==> config.mk <==
export PLATFORM = sky130hd
export DESIGN_NAME = ltc2387_receiver
export DESIGN_NICKNAME = d
export VERILOG_FILES = /design/src/rtl/ltc2387_receiver.sv
export SDC_FILE = /design/constraint.sdc
export NUM_CORES = 1
export LEC_CHECK = 0
export ABC_CLOCK_PERIOD_IN_PS = 1760
export BUFFER_PORTS_ARGS = -buffer_cell sky130_fd_sc_hd__buf_2
export CAP_MARGIN = 20
export CORE_ASPECT_RATIO = 0.8
export CORE_MARGIN = 4
export CORE_UTILIZATION = 50
export DETAILED_ROUTE_END_ITERATION = 8
export PLACE_DENSITY_LB_ADDON = 0.25
export SLEW_MARGIN = 40
export SYNTH_ARGS = -nofsm -noshare
export SYNTH_HDL_FRONTEND = slang
export SYNTH_SLANG_ARGS = --single-unit
==> constraint.sdc <==
create_clock -name clk -period 1.76 [get_ports clk]
set_clock_uncertainty 0.1 [all_clocks]
set_input_delay 0.176 -clock clk [delete_from_list [all_inputs] [get_ports clk]]
set_output_delay 0.176 -clock clk [all_outputs]
set_load 0.03 [all_outputs]
==> src/rtl/ltc2387_receiver.sv <==
// ltc2387_receiver
// Drives an LTC2387-style ADC in two-lane DDR mode. Every SAMPLE_PERIOD
// cycles (while enabled) it issues a one-cycle cnv, waits CONV_CYCLES, then
// bursts 5 clk_out pulses. The ADC echoes each clk_out edge on dco together
// with one bit per lane. The echoed edges are captured in the clk domain
// after 2-flop synchronization.
//
// Ports
//   clk          single clock, rising edge
//   reset_n      synchronous active-low reset
//   enable       permits new conversion slots
//   cnv          conversion start (1-cycle pulse)
//   clk_out      gated readout clock to the ADC
//   dco          echoed data clock from the ADC (asynchronous)
//   da / db      lane 1 (odd bits D17..D1) / lane 2 (even bits D16..D0)
//   data         last fully captured sample, held between strobes
//   data_valid   1-cycle strobe when data updates
//   timeout_err  1-cycle strobe when a capture did not complete
module ltc2387_receiver #(
  parameter int ADC_WIDTH     = 18,  // only 18 is supported
  parameter int CONV_CYCLES   = 6,
  parameter int HALF_PERIOD   = 1,
  parameter int SAMPLE_PERIOD = 64,
  parameter int TIMEOUT       = 16
) (
  input  logic                 clk,
  input  logic                 reset_n,
  input  logic                 enable,
  output logic                 cnv,
  output logic                 clk_out,
  input  logic                 dco,
  input  logic                 da,
  input  logic                 db,
  output logic [ADC_WIDTH-1:0] data,
  output logic                 data_valid,
  output logic                 timeout_err
);

  localparam int NUM_EDGES = ADC_WIDTH / 2;  // two bits per dco edge
  localparam int TOGGLES   = 10;             // 5 clk_out pulses
  localparam int PW        = $clog2(SAMPLE_PERIOD + 1);
  localparam int TMAX      = (CONV_CYCLES > TIMEOUT) ? CONV_CYCLES : TIMEOUT;
  localparam int TW        = $clog2(TMAX + 1);
  localparam int HW        = $clog2(HALF_PERIOD + 1);
  localparam int EW        = $clog2(NUM_EDGES + 1);
  localparam int GW        = $clog2(TOGGLES + 1);

  typedef enum logic [2:0] {IDLE, CONV, CLOCK, DRAIN, DONE} state_e;

  // Synchronizers, bit order {dco, da, db}. Lanes go through the same depth
  // as dco, so data seen with a dco edge is the data the ADC launched with it.
  logic [2:0] s1_q, s2_q;
  logic       dco_prev_q;
  logic       dco_edge;

  state_e                 state_q, state_d;
  logic [PW-1:0]          per_q, per_d;
  logic [TW-1:0]          tmr_q, tmr_d;
  logic [HW-1:0]          hp_q, hp_d;
  logic [GW-1:0]          tog_q, tog_d;
  logic [EW-1:0]          ecnt_q, ecnt_d;
  logic [ADC_WIDTH-1:0]   sr_q, sr_d;
  logic [ADC_WIDTH-1:0]   data_q, data_d;
  logic                   cnv_q, cnv_d;
  logic                   clk_out_q, clk_out_d;
  logic                   dv_q, dv_d;
  logic                   to_q, to_d;
  logic                   capture;

  // Both dco polarities are data edges (DDR).
  assign dco_edge = s2_q[2] ^ dco_prev_q;

  always_ff @(posedge clk) begin
    if (!reset_n) begin
      s1_q       <= '0;
      s2_q       <= '0;
      dco_prev_q <= 1'b0;
    end else begin
      s1_q       <= {dco, da, db};
      s2_q       <= s1_q;
      dco_prev_q <= s2_q[2];
    end
  end

  always_comb begin
    state_d   = state_q;
    per_d     = per_q;
    tmr_d     = tmr_q;
    hp_d      = hp_q;
    tog_d     = tog_q;
    ecnt_d    = ecnt_q;
    sr_d      = sr_q;
    data_d    = data_q;
    cnv_d     = 1'b0;
    clk_out_d = clk_out_q;
    dv_d      = 1'b0;
    to_d      = 1'b0;
    capture   = 1'b0;

    // Slot counter runs only while enabled, so re-enabling always starts a
    // slot immediately.
    if (!enable)
      per_d = '0;
    else if (per_q == PW'(SAMPLE_PERIOD - 1))
      per_d = '0;
    else
      per_d = per_q + 1'b1;

    case (state_q)
      IDLE: begin
        if (per_q == '0 && enable) begin
          cnv_d     = 1'b1;
          ecnt_d    = '0;
          sr_d      = '0;
          tmr_d     = '0;
          clk_out_d = 1'b0;
          state_d   = CONV;
        end
      end
      CONV: begin
        tmr_d = tmr_q + 1'b1;
        if (tmr_q == TW'(CONV_CYCLES - 1)) begin
          // First toggle happens on entry so the rising edge lands exactly
          // CONV_CYCLES after cnv.
          clk_out_d = 1'b1;
          hp_d      = '0;
          tog_d     = GW'(1);
          state_d   = CLOCK;
        end
      end
      CLOCK: begin
        if (hp_q == HW'(HALF_PERIOD - 1)) begin
          hp_d      = '0;
          clk_out_d = ~clk_out_q;
          tog_d     = tog_q + 1'b1;
          // The 10th toggle is a falling edge; the drain timeout counts
          // from this edge.
          if (tog_q == GW'(TOGGLES - 1)) begin
            tmr_d   = '0;
            state_d = DRAIN;
          end
        end else begin
          hp_d = hp_q + 1'b1;
        end
      end
      DRAIN: begin
        tmr_d = tmr_q + 1'b1;
        if (tmr_q == TW'(TIMEOUT - 1)) begin
          to_d    = 1'b1;
          state_d = IDLE;
        end
      end
      DONE: begin
        data_d  = sr_q;
        dv_d    = 1'b1;
        state_d = IDLE;
      end
      default: state_d = IDLE;
    endcase

    // Edge capture overrides the state actions above. Shifting two bits per
    // edge puts edge k at bits 17-2k/16-2k once all 9 edges are in.
    if ((state_q == CONV || state_q == CLOCK || state_q == DRAIN) &&
        dco_edge && ecnt_q < EW'(NUM_EDGES)) begin
      capture = 1'b1;
      sr_d    = {sr_q[ADC_WIDTH-3:0], s2_q[1], s2_q[0]};
      ecnt_d  = ecnt_q + 1'b1;
      if (ecnt_q == EW'(NUM_EDGES - 1)) begin
        // Complete sample beats a coincident timeout.
        clk_out_d = 1'b0;
        to_d      = 1'b0;
        state_d   = DONE;
      end
    end
  end

  always_ff @(posedge clk) begin
    if (!reset_n) begin
      state_q   <= IDLE;
      per_q     <= '0;
      tmr_q     <= '0;
      hp_q      <= '0;
      tog_q     <= '0;
      ecnt_q    <= '0;
      sr_q      <= '0;
      data_q    <= '0;
      cnv_q     <= 1'b0;
      clk_out_q <= 1'b0;
      dv_q      <= 1'b0;
      to_q      <= 1'b0;
    end else begin
      state_q   <= state_d;
      per_q     <= per_d;
      tmr_q     <= tmr_d;
      hp_q      <= hp_d;
      tog_q     <= tog_d;
      ecnt_q    <= ecnt_d;
      sr_q      <= sr_d;
      data_q    <= data_d;
      cnv_q     <= cnv_d;
      clk_out_q <= clk_out_d;
      dv_q      <= dv_d;
      to_q      <= to_d;
    end
  end

  assign cnv         = cnv_q;
  assign clk_out     = clk_out_q;
  assign data        = data_q;
  assign data_valid  = dv_q;
  assign timeout_err = to_q;

endmodule

==> reports/summary.txt, run 1 <==
final cell count without fillers - 407
Initial Utilization - 0.530
number of buffers created by CTS - 9
clock edge transition at the registers on the reported setup and hold paths - 70 ps
via count - 2,184
violation count after the first detailed-routing iteration - 161
endpoint kind of the worst setup timing path - flop
number of H-tree levels - 3
overall global routing resource usage - 0.175
antenna violation net count after detailed routing - 0
Residual DRC - 0
number of enable flip-flop cells after synthesis - 0
flip-flop cell with the highest count after synthesis - sky130_fd_sc_hd__dfxtp_1
total nets after synthesis - 296
die outline width - 90.4 µm
worst-case clock buffer depth - 2
number of failing hold endpoints at the final stage - 0
Worst R2R Setup Slack - 3 ps
FILL cells - 393
depth of the worst hold-timing path - 3
min-delay worst type - in -> reg
footprint of the flip-flops and latches - 0.00140 mm²
share of flip-flops with an asynchronous set or reset - 0
compound-cell area share of the yosys netlist - 0.160
result of the run - complete, no violations
path depth of the worst reg2reg path - 7
commonest cells in the netlist - sky130_fd_sc_hd__dfxtp_1 (70), sky130_fd_sc_hd__nand2_1 (47), sky130_fd_sc_hd__a21oi_1 (23)
post-synthesis cell area - 0.00271 mm²
startpoint of the worst hold path - enable
Worst Hold Path EP - per_q[2]
max frequency - 569 MHz
final worst hold slack - 14.4 ps
first-pass GRT wire length - 9.23 mm
Rel. slew slack - 0.574
transition at the pin with the smallest max-transition slack - 637 ps
largest cells by area after synthesis - sky130_fd_sc_hd__dfxtp_1 (52%), sky130_fd_sc_hd__nand2_1 (6.5%), sky130_fd_sc_hd__a22o_1 (6.5%)
type of element launching the critical path - flop
cell chosen for the clock root - sky130_fd_sc_hd__clkbuf_8
final worst path period need - 1760 ps
routed vias/inst - 5.37
placed instance count - 381
number of maximum-capacitance constraint violations - 0
number of cell rows - 23
area of the die - 0.00668 mm²
Synth Area in Simple Gates - 0.198
mean post-synth cell area - 9.69 µm²
number of antenna violations at the first check in global routing - 0
count of state elements after synthesis - 70
adder-cell share of the synthesized area - 0.0461
core box area - 0.00512 mm²
area of the multi-input gates - 0.00126 mm²
number of nets in the final layout - 356
number of sinks handled by clock tree synthesis - 70
kind of critical path - reg -> reg
detailed-route wire length - 5.80 mm
clock tree from TritonCTS - done
largest family of logic cells by synthesized area - simple AND/OR/NAND/NOR gates
routed wirelength normalized by instance count - 14.2 µm
total setup violations reported at the end of the flow - 0
Cell Chain, Critical Path - inv_2 > ha_4 > nand2b_4 > a211oi_4 > and2_4 > clkbuf_16 > a22o_1
post-detail-place hpwl - 3.41 mm
worst-skew pair later-pin latency - 350 ps
die height - 73.9 µm
proportion of layout cells with a drive suffix above 1 - 0.275
fin. max-slew vios - 0
power after layout - 3.09 mW
# IOs - 28
Yosys top cell by area - sky130_fd_sc_hd__dfxtp_1
Post-Synthesis Cells - 280
distinct cell type count of the synthesized netlist - 41
slowest stage delay, CP - 370 ps
most numerous cell in the Yosys netlist - sky130_fd_sc_hd__dfxtp_1
number of buffers added on ports - 27
portion of the post-synthesis area used by sequential elements - 0.516
number of diodes added for antenna fixing - 0
number of global-route vias before repair - 1,995
global route overflow - 0
maximum number of pins on one net before global-route repair - 29
total iterations of the first detailed-routing run - 4
leakage - 1.41 nW
top cell type's share of synthesized area - 0.516
Placer Congestion - 0.749
capturing point of the worst reg2reg path - sr_q[12]
yosys warns - 0
Max Fanout on Critical Path - 11
final worst path period share - 0.999
parity-gate share of the synthesized area counting xor and xnor cells - 0.0226
Area Growth Syn to Fin - 27.3%
Crit path arrival time - 1940 ps
maximum vdd ir drop - 0.000579 V
fraction of synthesized area in multiplexers - 0.0161
RR Startpoint - ecnt_q[1]
Power per Cell Area - 894 mW/mm²
Slowest cell on crit path - sky130_fd_sc_hd__a211oi_4
Crit path required time - 1940 ps
[final cells by class]
type                       count  share of cell area
clock buffer                   9              0.0359
clock inverter                 7              0.0214
inverter                      10              0.0109
multi-input combinational    187               0.364
sequential                    70               0.406
tap                           62              0.0225
timing repair buffer          62               0.139
[layout by cell type, fill, tap and decap left out, types with 3 or more instances in the layout]
master and n:
sky130_fd_sc_hd__dfxtp_1 68, sky130_fd_sc_hd__nand2_1 47, sky130_fd_sc_hd__buf_2 27, sky130_fd_sc_hd__buf_4 26, sky130_fd_sc_hd__a21oi_1 23, sky130_fd_sc_hd__a22o_1 20
sky130_fd_sc_hd__nor2_1 16, sky130_fd_sc_hd__and2_1 9, sky130_fd_sc_hd__ha_1 9, sky130_fd_sc_hd__clkbuf_8 9, sky130_fd_sc_hd__inv_1 8, sky130_fd_sc_hd__nand3_1 8
sky130_fd_sc_hd__o21ai_0 5, sky130_fd_sc_hd__xnor2_1 4, sky130_fd_sc_hd__nand2b_1 4, sky130_fd_sc_hd__nor3b_2 3, sky130_fd_sc_hd__a311oi_1 3, sky130_fd_sc_hd__a211oi_1 3
sky130_fd_sc_hd__mux2_2 3, sky130_fd_sc_hd__xor2_1 3, sky130_fd_sc_hd__dlygate4sd3_1 3, sky130_fd_sc_hd__buf_12 3
[sequential cells by signal, summed over array words and instances (netlist names)]
signal,cells
data,18
sr_q,18
per_q,7
tmr_q,5
ecnt_q,4
tog_q,4
s1_q,3
s2_q,3
state_q,3
clk_out,1
cnv,1
data_valid,1
dco_prev_q,1
timeout_err,1
[timing repair]
| action | in CTS | in global routing |
|---|---|---|
| buffers inserted | 0 | 4 |
| resized for setup | 1 | 10 |
| setup endpoints to repair | 21 | 26 |
| cloned | 1 | 2 |
| hold buffers | 3 | 0 |
| endpoints found under the hold margin | 3 | 0 |
| pin swaps | 0 | 5 |
[cells by family (layout without fill, tap and decap cells)]
logic type,after synthesis,count (layout)
XOR/XNOR,7,7
AO/OA/AOI/OAI,62,62
multiplexers,4,4
adder cells (fa/ha/maj),10,10
AND/OR/NAND/NOR,103,104
flip-flops,70,70
buffers and inverters,24,88
[how the worst max path moves through the flow]
stage	startpoint	to	slack, ps	depth (start not counted)
floorplan	per_q[0]	ecnt_q[3]	160	7
global placement	per_q[0]	ecnt_q[0]	-390	6
detailed placement	per_q[0]	ecnt_q[0]	-160	6
CTS	per_q[0]	sr_q[9]	9	6
global route	ecnt_q[1]	sr_q[12]	-80	7
finish	ecnt_q[1]	sr_q[12]	3	7
[through the flow]
stage               instance area [µm²]  utilization  setup WS, ps  setup TNS (ps)
floorplan                          2710            -           159               0
global placement                   3060        0.597          -389           -6850
detailed placement                 3070        0.599          -159           -2150
CTS                                3310        0.647          9.42               0
global route                       3450        0.674         -79.7            -851
finish                             3450        0.674          2.57               0
[where the power goes]
part | total [mW] | switching [mW] | internal (mW)
logic | 0.200 | 0.102 | 0.0973
registers | 1.61 | 0.00889 | 1.60
clock network | 1.28 | 0.621 | 0.658
total | 3.09 | 0.733 | 2.36
[layer usage]
layer / wire (µm) / track usage
met1: 2750 / 0.231
met2: 2710 / 0.266
met3: 270 / 0.0696
met4: 73 / 0.0560
met5: 0 / 0
[worst max-delay path, delay by kind of cell, from the launching register on]
kind / cells / cell delay [ps]
buffers and inverters: 2 / 250
AOI/OAI and AO/OA: 2 / 530
adders and majority gates: 1 / 150
DFF: 1 / 330
and+or+nand+nor: 2 / 350
No activity file was read; power rests on OpenSTA's default activity.
==> run 2: changes to the inputs <==
==> constraint.sdc (replaced) <==
create_clock -name clk -period 1.76 [get_ports clk]
set_clock_uncertainty 0.1 [all_clocks]
set_input_delay 0 -clock clk [delete_from_list [all_inputs] [get_ports clk]]
set_output_delay 0 -clock clk [all_outputs]
set_load 0.03 [all_outputs]
==> reports/summary.txt, run 2 (synthesis gave the netlist of run 1 again) <==
post-detail-place hpwl - 3.54 mm (+3.7%)
proportion of total power due to net switching - 0.222 (-0.0150)
placed instance count - 381 (unchanged)
Power per Cell Area - 881 mW/mm² (-1.4%)
routed vias/inst - 5.39 (+0.49%)
Max Fanout on Critical Path - 10 (-1)
clock edge transition at the registers on the reported setup and hold paths - 70 ps (about the same)
violation count after the first detailed-routing iteration - 101 (-37%)
Setup WS pre-CTS - -186 ps (-27.7 ps)
area of the die - 0.00668 mm² (unchanged)
final worst path period need - 1720 ps (-34.2 ps)
first-pass GRT wire length - 9.45 mm (+2.4%)
met3 routed WL - 310 µm (+15%)
overall global routing resource usage - 0.181 (+0.00578)
number of global-route vias before repair - 2,044 (+2.5%)
Residual DRC - 0 (unchanged)
core box area - 0.00512 mm² (unchanged)
proportion of layout cells with a drive suffix above 1 - 0.280 (+0.00498)
number of sinks handled by clock tree synthesis - 70 (unchanged)
Rel. slew slack - 0.555 (-0.0189)
routed metal-1 wire length - 2.75 mm (about the same)
Initial Utilization - 0.530 (unchanged)
most frequent cells in the layout - sky130_fd_sc_hd__dfxtp_1 (67), sky130_fd_sc_hd__nand2_1 (47), sky130_fd_sc_hd__buf_4 (28), sky130_fd_sc_hd__buf_2 (27), sky130_fd_sc_hd__a21oi_1 (23)
maximum number of pins on one net before global-route repair - 29 (unchanged)
final worst hold slack - 12.3 ps (-2.15 ps)
worst-case clock buffer depth - 2 (unchanged)
maximum vdd ir drop - 0.000729 V (+26%)
number of buffers created by CTS - 9 (unchanged)
kind of critical path - reg -> reg
antenna violation net count after detailed routing - 0 (unchanged)
number of cell rows - 23 (unchanged)
global route overflow - 0 (unchanged)
Crit path required time - 1890 ps (-50 ps)
final setup slack of the worst path - 36.8 ps (+34.2 ps)
number of maximum-capacitance constraint violations - 0 (unchanged)
transition at the pin with the smallest max-transition slack - 665 ps (+28.3 ps)
clock tree from TritonCTS - done
relative contribution of combinational cells to total power - 0.070 (+0.005)
final worst path period share - 0.979 (-0.0194)
Routed met2 length - 2.79 mm (+3.0%)
final cell count without fillers - 408 (+0.25%)
number of failing hold endpoints at the final stage - 0 (unchanged)
type of element launching the critical path - flop
most common library cell in the layout ignoring fill and taps - sky130_fd_sc_hd__dfxtp_1
# IOs - 28 (unchanged)
endpoint kind of the worst setup timing path - flop
number of diodes added for antenna fixing - 0 (unchanged)
Area Growth Syn to Fin - 28.3%
detailed-route wire length - 5.96 mm (+2.9%)
fraction of power consumed by the clock network - 0.406 (-0.008)
die height - 73.9 µm (unchanged)
routed wirelength normalized by instance count - 14.6 µm (+2.6%)
number of buffers added on ports - 27 (unchanged)
number of H-tree levels - 3 (unchanged)
max frequency - 580 MHz (+2.0%)
number of antenna violations at the first check in global routing - 0 (unchanged)
setup repair after global routing missed its margin - yes
die outline width - 90.4 µm (unchanged)
result of the run - complete, no violations
via count - 2,200 (+0.73%)
Placer Congestion - 0.819 (+9.4%)
fin. max-slew vios - 0 (unchanged)
sequential share of power - 0.525 (+0.004)
total iterations of the first detailed-routing run - 4 (unchanged)
Pint - 2.39 mW (+1.3%)
min-delay worst type - in -> reg
number of nets in the final layout - 358 (+0.56%)
Top Layer Used - met4
worst-skew pair later-pin latency - 340 ps (about the same)
Switch Pwr - 682 µW (-6.9%)
cell chosen for the clock root - sky130_fd_sc_hd__clkbuf_8
total setup violations reported at the end of the flow - 0 (unchanged)
final core utilization - 0.680 (+0.00537)
Crit path arrival time - 1860 ps (-80 ps)
leakage - 1.42 nW (+0.80%)
-- run 2: cell types whose count changed in the layout (fill, tap and decap cells not counted), sizes merged --
cell         delta
buf             +2
clkbuf          +1
clkinv          -2
dlygate4sd3     +1
inv             -1
-- run 2: final cells by class --
| type | count | area, µm² |
|---|---|---|
| inverters | 10 | 37.5 |
| fillers | 413 | 1640 |
| well taps | 62 | 77.6 |
| flip-flops and latches | 70 | 1410 |
| repair buffers | 64 | 482 |
| clock buffers | 11 | 141 |
| clock inverters | 4 | 47.5 |
| multi-input cells | 187 | 1290 |
-- run 2: stage by stage --
step | cell area (µm²) | total power, mW | TNS (ps)
floorplan | 2710 | 1.74 | 0
global placement | 3060 | 1.79 | -7660
detailed placement | 3070 | 1.80 | -2630
CTS | 3320 | 3.05 | 0
global route | 3480 | 3.20 | -382
finish | 3480 | 3.07 | 0
-- run 2: layer usage --
| metal | GRT usage | up-vias |
|---|---|---|
| met5 | 0 | - |
| met4 | 0.0577 | 0 |
| met2 | 0.283 | 50 |
| met3 | 0.0778 | 13 |
| met1 | 0.229 | 1046 |
| li1 | - | 1091 |
-- run 2: power by group through the flow --
stage	logic, mW	registers, mW	clock network, mW
floorplan	0.0901	1.65	0
global placement	0.147	1.64	0
detailed placement	0.154	1.65	0
CTS	0.173	1.61	1.27
global route	0.231	1.61	1.36
finish	0.213	1.61	1.25
-- run 2: final timing paths --
path	startpoint	to	slack (ps)	cells past startpoint
max	ecnt_q[0]	sr_q[0]	40	8
min	reset_n	dco_prev_q	10	3
max reg2reg	ecnt_q[0]	sr_q[0]	40	8
min reg2reg	s1_q[0]	s2_q[0]	340	1
-- run 2: worst max-delay path: stages, from the launching register on --
cell and delay, ps:
sky130_fd_sc_hd__dfxtp_1 310, sky130_fd_sc_hd__inv_1 110, sky130_fd_sc_hd__ha_4 150, sky130_fd_sc_hd__nand2b_4 60, sky130_fd_sc_hd__a211oi_4 350, sky130_fd_sc_hd__buf_6 170
sky130_fd_sc_hd__nor3b_4 50, sky130_fd_sc_hd__buf_12 150, sky130_fd_sc_hd__a22o_1 170
-- run 2: repair_timing --
item	4_1_cts	5_1_grt
setup endpoints to repair	21	30
endpoints found under the hold margin	6	0
gates resized for setup	3	16
cloned	1	1
hold buffers	4	0
buffers inserted	0	6
pin swaps	1	7
